==> config.mk <==
export PLATFORM = sky130hd
export DESIGN_NAME = ntt_sequencer
export DESIGN_NICKNAME = d
export VERILOG_FILES = /design/src/rtl/ntt_pkg.sv /design/src/rtl/ntt_stage_timer.sv /design/src/rtl/ntt_sequencer.sv
export SDC_FILE = /design/constraint.sdc
export NUM_CORES = 1
export LEC_CHECK = 0
export CAP_MARGIN = 10
export CORE_MARGIN = 2
export CORE_UTILIZATION = 49
export CTS_BUF_LIST = sky130_fd_sc_hd__clkbuf_4 sky130_fd_sc_hd__clkbuf_8
export DETAILED_ROUTE_END_ITERATION = 8
export GPL_TIMING_DRIVEN = 0
export PLACE_DENSITY = 0.77
export SYNTH_ARGS = -nofsm -noshare
export SYNTH_HDL_FRONTEND = slang
export SYNTH_SLANG_ARGS = --single-unit
==> constraint.sdc <==
create_clock -name clk -period 1.7 [get_ports clk]
set_input_delay 0.17 -clock clk [delete_from_list [all_inputs] [get_ports clk]]
set_output_delay 0.17 -clock clk [all_outputs]
set_load 0.02 [all_outputs]
==> src/rtl/ntt_pkg.sv <==
// Shared definitions for the 16-point NTT control path.
//   N, LOGN        transform size and number of butterfly stages
//   BU_LAT_DEFAULT butterfly pipeline latency (bu_en to valid result)
//   state_t        sequencer state encoding
//   bitrev()       bit-reversal of a LOGN-bit load index
package ntt_pkg;

    localparam int N              = 16;
    localparam int LOGN           = 4;
    localparam int BU_LAT_DEFAULT = 2;

    typedef enum logic [1:0] {
        ST_IDLE    = 2'd0,
        ST_LOAD    = 2'd1,
        ST_COMPUTE = 2'd2,
        ST_OUT     = 2'd3
    } state_t;

    function automatic logic [LOGN-1:0] bitrev(input logic [LOGN-1:0] v);
        logic [LOGN-1:0] r;
        r = '0;
        for (int i = 0; i < LOGN; i++) begin
            r[i] = v[LOGN-1-i];
        end
        return r;
    endfunction

endpackage

==> src/rtl/ntt_stage_timer.sv <==
// Butterfly stage timer: each stage lasts BU_LAT+1 cycles.
//   clk, rst   clock, asynchronous active-low reset
//   launch     first compute cycle follows (loads stage 0 / launch pulse)
//   active     sequencer is in COMPUTE (advances the timer)
//   bu_en      registered; high in the first cycle of each stage
//   capture    registered; high in the last cycle of each stage
//   stage      registered current stage index
//   last       capture cycle of the final stage (combinational, internal use)
module ntt_stage_timer
    import ntt_pkg::*;
#(
    parameter int BU_LAT = BU_LAT_DEFAULT
) (
    input  logic       clk,
    input  logic       rst,
    input  logic       launch,
    input  logic       active,
    output logic       bu_en,
    output logic       capture,
    output logic [2:0] stage,
    output logic       last
);

    // Phase is 6 bits wide: the total compute length is bounded to 64 cycles,
    // so a single stage can never need more.
    localparam logic [5:0] PHASE_LAST = 6'(BU_LAT);
    localparam logic [2:0] STAGE_LAST = 3'(LOGN - 1);
    localparam logic       CAP_AT_0   = (BU_LAT == 0);

    logic [5:0] phase_reg;
    logic [2:0] stage_reg;
    logic       bu_en_reg;
    logic       capture_reg;

    // Outputs are computed one cycle ahead so they are valid, registered,
    // in the cycle they describe.
    always_ff @(posedge clk or negedge rst) begin
        if (!rst) begin
            phase_reg   <= '0;
            stage_reg   <= '0;
            bu_en_reg   <= 1'b0;
            capture_reg <= 1'b0;
        end else if (launch) begin
            phase_reg   <= '0;
            stage_reg   <= '0;
            bu_en_reg   <= 1'b1;
            capture_reg <= CAP_AT_0;
        end else if (active) begin
            if (phase_reg == PHASE_LAST) begin
                phase_reg <= '0;
                if (stage_reg == STAGE_LAST) begin
                    stage_reg   <= '0;
                    bu_en_reg   <= 1'b0;
                    capture_reg <= 1'b0;
                end else begin
                    stage_reg   <= stage_reg + 3'd1;
                    bu_en_reg   <= 1'b1;
                    capture_reg <= CAP_AT_0;
                end
            end else begin
                phase_reg   <= phase_reg + 6'd1;
                bu_en_reg   <= 1'b0;
                capture_reg <= ((phase_reg + 6'd1) == PHASE_LAST);
            end
        end
    end

    assign bu_en   = bu_en_reg;
    assign capture = capture_reg;
    assign stage   = stage_reg;
    assign last    = active && capture_reg && (stage_reg == STAGE_LAST);

endmodule

==> src/rtl/ntt_sequencer.sv <==
// Control FSM for the 16-point NTT datapath: serial load with bit-reversed
// addressing, LOGN butterfly stages, then valid/ready result handoff.
//   clk, rst             clock, asynchronous active-low reset
//   start                begin a transform (only honoured in IDLE)
//   in_valid / in_ready  serial coefficient handshake
//   load_en, load_addr   load-register write strobe and bit-reversed index
//   switch               operand mux: 0 = load registers, 1 = feedback
//   bu_en, capture       butterfly launch pulse / result latch
//   stage, data_loop     stage index and compute-cycle (twiddle) counter
//   out_valid/out_ready  result handshake
//   busy, done           not-IDLE flag, one-cycle completion pulse
module ntt_sequencer
    import ntt_pkg::*;
#(
    parameter int BU_LAT = BU_LAT_DEFAULT
) (
    input  logic            clk,
    input  logic            rst,
    input  logic            start,
    input  logic            in_valid,
    output logic            in_ready,
    output logic            load_en,
    output logic [LOGN-1:0] load_addr,
    output logic            switch,
    output logic            bu_en,
    output logic            capture,
    output logic [2:0]      stage,
    output logic [5:0]      data_loop,
    output logic            out_valid,
    input  logic            out_ready,
    output logic            busy,
    output logic            done
);

    if (LOGN * (BU_LAT + 1) > 64) begin : g_bad_timing
        $error("ntt_sequencer: LOGN*(BU_LAT+1) exceeds 64, data_loop would wrap");
    end

    localparam logic [LOGN-1:0] CNT_LAST = LOGN'(N - 1);
    localparam logic [LOGN-1:0] CNT_ONE  = LOGN'(1);

    state_t          state_reg;
    logic [LOGN-1:0] cnt_reg;
    logic            in_ready_reg;
    logic            switch_reg;
    logic [5:0]      data_loop_reg;
    logic            out_valid_reg;
    logic            busy_reg;
    logic            done_reg;

    logic accept;
    logic launch;
    logic active;
    logic last_capture;

    // in_ready_reg is only ever set in LOAD, so it doubles as the state gate.
    assign accept = in_valid && in_ready_reg;
    assign launch = accept && (cnt_reg == CNT_LAST);
    assign active = (state_reg == ST_COMPUTE);

    ntt_stage_timer #(
        .BU_LAT(BU_LAT)
    ) u_timer (
        .clk    (clk),
        .rst    (rst),
        .launch (launch),
        .active (active),
        .bu_en  (bu_en),
        .capture(capture),
        .stage  (stage),
        .last   (last_capture)
    );

    always_ff @(posedge clk or negedge rst) begin
        if (!rst) begin
            state_reg     <= ST_IDLE;
            cnt_reg       <= '0;
            in_ready_reg  <= 1'b0;
            switch_reg    <= 1'b0;
            data_loop_reg <= '0;
            out_valid_reg <= 1'b0;
            busy_reg      <= 1'b0;
            done_reg      <= 1'b0;
        end else begin
            done_reg <= 1'b0;
            case (state_reg)
                ST_IDLE: begin
                    if (start) begin
                        state_reg    <= ST_LOAD;
                        cnt_reg      <= '0;
                        in_ready_reg <= 1'b1;
                        busy_reg     <= 1'b1;
                    end
                end
                ST_LOAD: begin
                    if (accept) begin
                        cnt_reg <= cnt_reg + CNT_ONE;  // wraps to 0 after N-1
                        if (cnt_reg == CNT_LAST) begin
                            state_reg     <= ST_COMPUTE;
                            in_ready_reg  <= 1'b0;
                            data_loop_reg <= '0;
                            switch_reg    <= 1'b0;
                        end
                    end
                end
                ST_COMPUTE: begin
                    data_loop_reg <= data_loop_reg + 6'd1;
                    // From stage 1 on the butterflies read their own feedback.
                    if (capture && !last_capture) begin
                        switch_reg <= 1'b1;
                    end
                    if (last_capture) begin
                        state_reg     <= ST_OUT;
                        out_valid_reg <= 1'b1;
                        data_loop_reg <= '0;
                        switch_reg    <= 1'b0;
                    end
                end
                ST_OUT: begin
                    if (out_ready) begin
                        state_reg     <= ST_IDLE;
                        out_valid_reg <= 1'b0;
                        busy_reg      <= 1'b0;
                        done_reg      <= 1'b1;
                    end
                end
                default: state_reg <= ST_IDLE;
            endcase
        end
    end

    assign in_ready  = in_ready_reg;
    assign load_en   = accept;
    assign load_addr = bitrev(cnt_reg);
    assign switch    = switch_reg;
    assign data_loop = data_loop_reg;
    assign out_valid = out_valid_reg;
    assign busy      = busy_reg;
    assign done      = done_reg;

endmodule

==> results.json, run 1 <==
{
  "endpoint_kind": "output pin",
  "dieHeight_microns": 60.7,
  "critPathMaxFanout": 4,
  "n_fill_cell": 273,
  "rsz0062_at_grt": "false",
  "clkPwrFrac": 0.322,
  "die_x_microns": 60.7,
  "layout_common_cells": "24 x dfrtp_1, 22 x clkdlybuf4s50_1, 15 x nand2_1, 14 x a21oi_1",
  "portBuffers": 25,
  "synth.net_count": 178,
  "peakVddDrop_uv": 262,
  "synthTopCellsByArea": "dfrtp_1 44%, ha_1 8.7%, a21oi_1 4.4%",
  "r2r-start": "u_timer.stage[0]$_DFFE_PN0P_",
  "setup-tns-final_ns": 0,
  "power_density_nw_per_um2": 504,
  "drc": 0,
  "numCtsBuffers": 3,
  "rows": 20,
  "grt_pass1_wl_microns": 5820,
  "path_clk_slew_ns": 0.15,
  "comb_power_share": 0.026,
  "place.gp.congestion": 0.844,
  "drv_slew": 0,
  "first_global_vias": 1376,
  "yosysSeqAreaShare": 0.444,
  "start_util": 0.516,
  "fmax_mhz": 611,
  "final_common_cell": "dfrtp_1",
  "overflow": 0,
  "cts_tree": "yes",
  "use_met1": 0.250,
  "power_uw": 1020,
  "seqCellArea_sq_um": 706,
  "worstMarginPinSlew_ns": 0.634,
  "r2r_cells": 5,
  "ys_ff_latch": 28,
  "swShare": 0.211,
  "dp_hpwl_microns": 2540,
  "slew_headroom": 0.577,
  "via_count": 1352,
  "drtPass1Iterations": 4,
  "gr-usage-met3": 0.0192,
  "synth_cell_types": 40,
  "p_seq_frac": 0.652,
  "cts_htree_levels": 1,
  "met2_usage": 0.379,
  "dieArea_sq_um": 3690,
  "period_share": 0.963,
  "required_ns": 1.53,
  "grt_max_degree": 29,
  "cts_sinks": 28,
  "yosysTopAreaCellShare": 0.444,
  "regToRegEndpoint": "state_reg[1]$_DFFE_PN0P_",
  "drive_gt1_frac": 0.162,
  "finalClockSkew_ns": 0.00539,
  "nets": 215,
  "drt-initial-drc-count": 65,
  "core_sq_um": 3050,
  "fin_crit_ns": 1.64,
  "status": "finished, final reports clean",
  "grt.busiest_layer": "met2",
  "clkLatencyLatePin_ns": 0.32,
  "yosysTopAreaCell": "dfrtp_1",
  "io_pins": 26,
  "antenna_found_initial": 0,
  "root_buffer": "clkbuf_4",
  "multi_input_area_sq_um": 870,
  "cap_violations": 0,
  "syn_area_per_cell_sq_um": 9.73,
  "p_leak_uw": 0.000907,
  "vias_per_cell": 5.59,
  "hold_viol": 0,
  "syn_to_final_growth_pct": 28.7,
  "setup_violations": 0,
  "finalWirelength_microns": 3410,
  "cts.path.max_buffers": 2,
  "r2r_slack_ns": 0.09,
  "ant_nets": 0,
  "start_kind": "flop",
  "syn-cell-area_sq_um": 1580,
  "n_antenna_cell": 0,
  "crit_type": "reg -> out",
  "internal_power_uw": 806,
  "p_sw_uw": 216,
  "min_path_type": "in -> async",
  "grt_use_total": 0.208,
  "cp.arrival_ns": 1.47,
  "drt-wirelength-per-cell_microns": 14.1,
  "ys_warn_count": 0,
  "netlist_instances": 162
}
## cell families (layout without fill, tap and decap cells)
logic type | count (synthesis) | count (layout) | share of synthesized area
AND/OR/NAND/NOR | 56 | 56 | 0.192
AO/OA/AOI/OAI | 45 | 45 | 0.187
flip-flops | 28 | 28 | 0.444
buffers and inverters | 13 | 49 | 0.0325
adder cells (fa/ha/maj) | 11 | 11 | 0.0873
multiplexers | 6 | 6 | 0.0397
XOR/XNOR | 3 | 3 | 0.0167
## layout make-up
| cell class | count | share of cell area |
|---|---|---|
| Buffer | 2 | 0.00740 |
| Tap cell | 44 | 0.0271 |
| Inverter | 10 | 0.0185 |
| Timing Repair Buffer | 33 | 0.152 |
| Multi-Input combinational cell | 121 | 0.429 |
| Clock buffer | 4 | 0.0179 |
| Sequential cell | 28 | 0.348 |
## worst max-delay path, stage by stage (launching register included)
cell	delay [ns]
dfrtp_2	0.42
buf_4	0.13
clkdlybuf4s50_1	0.59
## Yosys cell counts, drive strengths merged
master,instances
buf,2
a2111o,1
nor4,2
a31oi,2
nor3,2
or3,2
nand2,16
clkbuf,1
o2bb2ai,3
o2111ai,1
and3,2
or3b,1
o21ai,11
a22o,4
o32ai,1
nand3,5
or2,1
a211oi,1
nand2b,2
a32o,1
o31ai,3
nand3b,1
nor2b,5
nand4,4
xor2,3
nor2,10
nand4b,1
a221o,1
inv,10
a21oi,15
dfrtp,28
o221ai,1
and2,2
mux2i,4
ha,11
mux2,2
## per-stage QoR
step	utilization	std cells	setup WS [ns]	area (sq um)	hold slack, ns
after floorplan	-	162	0.00435	1600	-0.126
after global placement	0.623	231	-0.290	1900	0.490
after detailed placement	0.623	231	-0.353	1900	0.525
after CTS	0.650	239	0.0113	1980	0.453
after global routing	0.664	242	0.000190	2030	0.430
final	0.664	242	0.0627	2030	0.379
## layer usage
metal | share of wire | vias up
met2 | 0.51 | 25
met5 | 0 | -
met1 | 0.45 | 658
met4 | 0.0050 | 0
met3 | 0.028 | 2
li1 | - | 667
## power groups by stage
stage | clock (uW) | sequential (uW) | combinational, uW
final | 329 | 666 | 26.4
after global routing | 359 | 666 | 30.1
after CTS | 330 | 666 | 26.7
after detailed placement | 0 | 679 | 26.1
after global placement | 0 | 679 | 25.7
after floorplan | 0 | 679 | 0.858
## worst max path at each step
stage	start	endpoint	slack, ns	cells after the start
after global routing	cnt_reg[1]$_DFFE_PN0P_	load_addr[2]	0.0002	2
final	cnt_reg[1]$_DFFE_PN0P_	load_addr[2]	0.06	2
after floorplan	cnt_reg[0]$_DFFE_PN0P_	data_loop[5]$_DFFE_PN0P_	0.004	6
after global placement	in_valid	data_loop[0]$_DFFE_PN0P_	-0.29	5
after detailed placement	in_valid	data_loop[0]$_DFFE_PN0P_	-0.35	5
after CTS	u_timer.phase_reg[3]$_DFFE_PN0P_	u_timer.stage[1]$_DFFE_PN0P_	0.01	4
## repair_timing
action | CTS | global route
hold endpoints to repair | 0 | 28
pin swaps | 1 | 2
setup endpoints to repair | 14 | 14
setup buffers | 4 | 3
hold buffers | 0 | 1
resized for setup | 7 | 10
Note: power is estimated with default switching activity, not from simulation.
==> run 2, diff against run 1 <==
CTS_CLUSTER_SIZE = 12   (was not set)
==> results of run 2 <==
The final DEF is identical to that of run 1; final timing and power are the same.
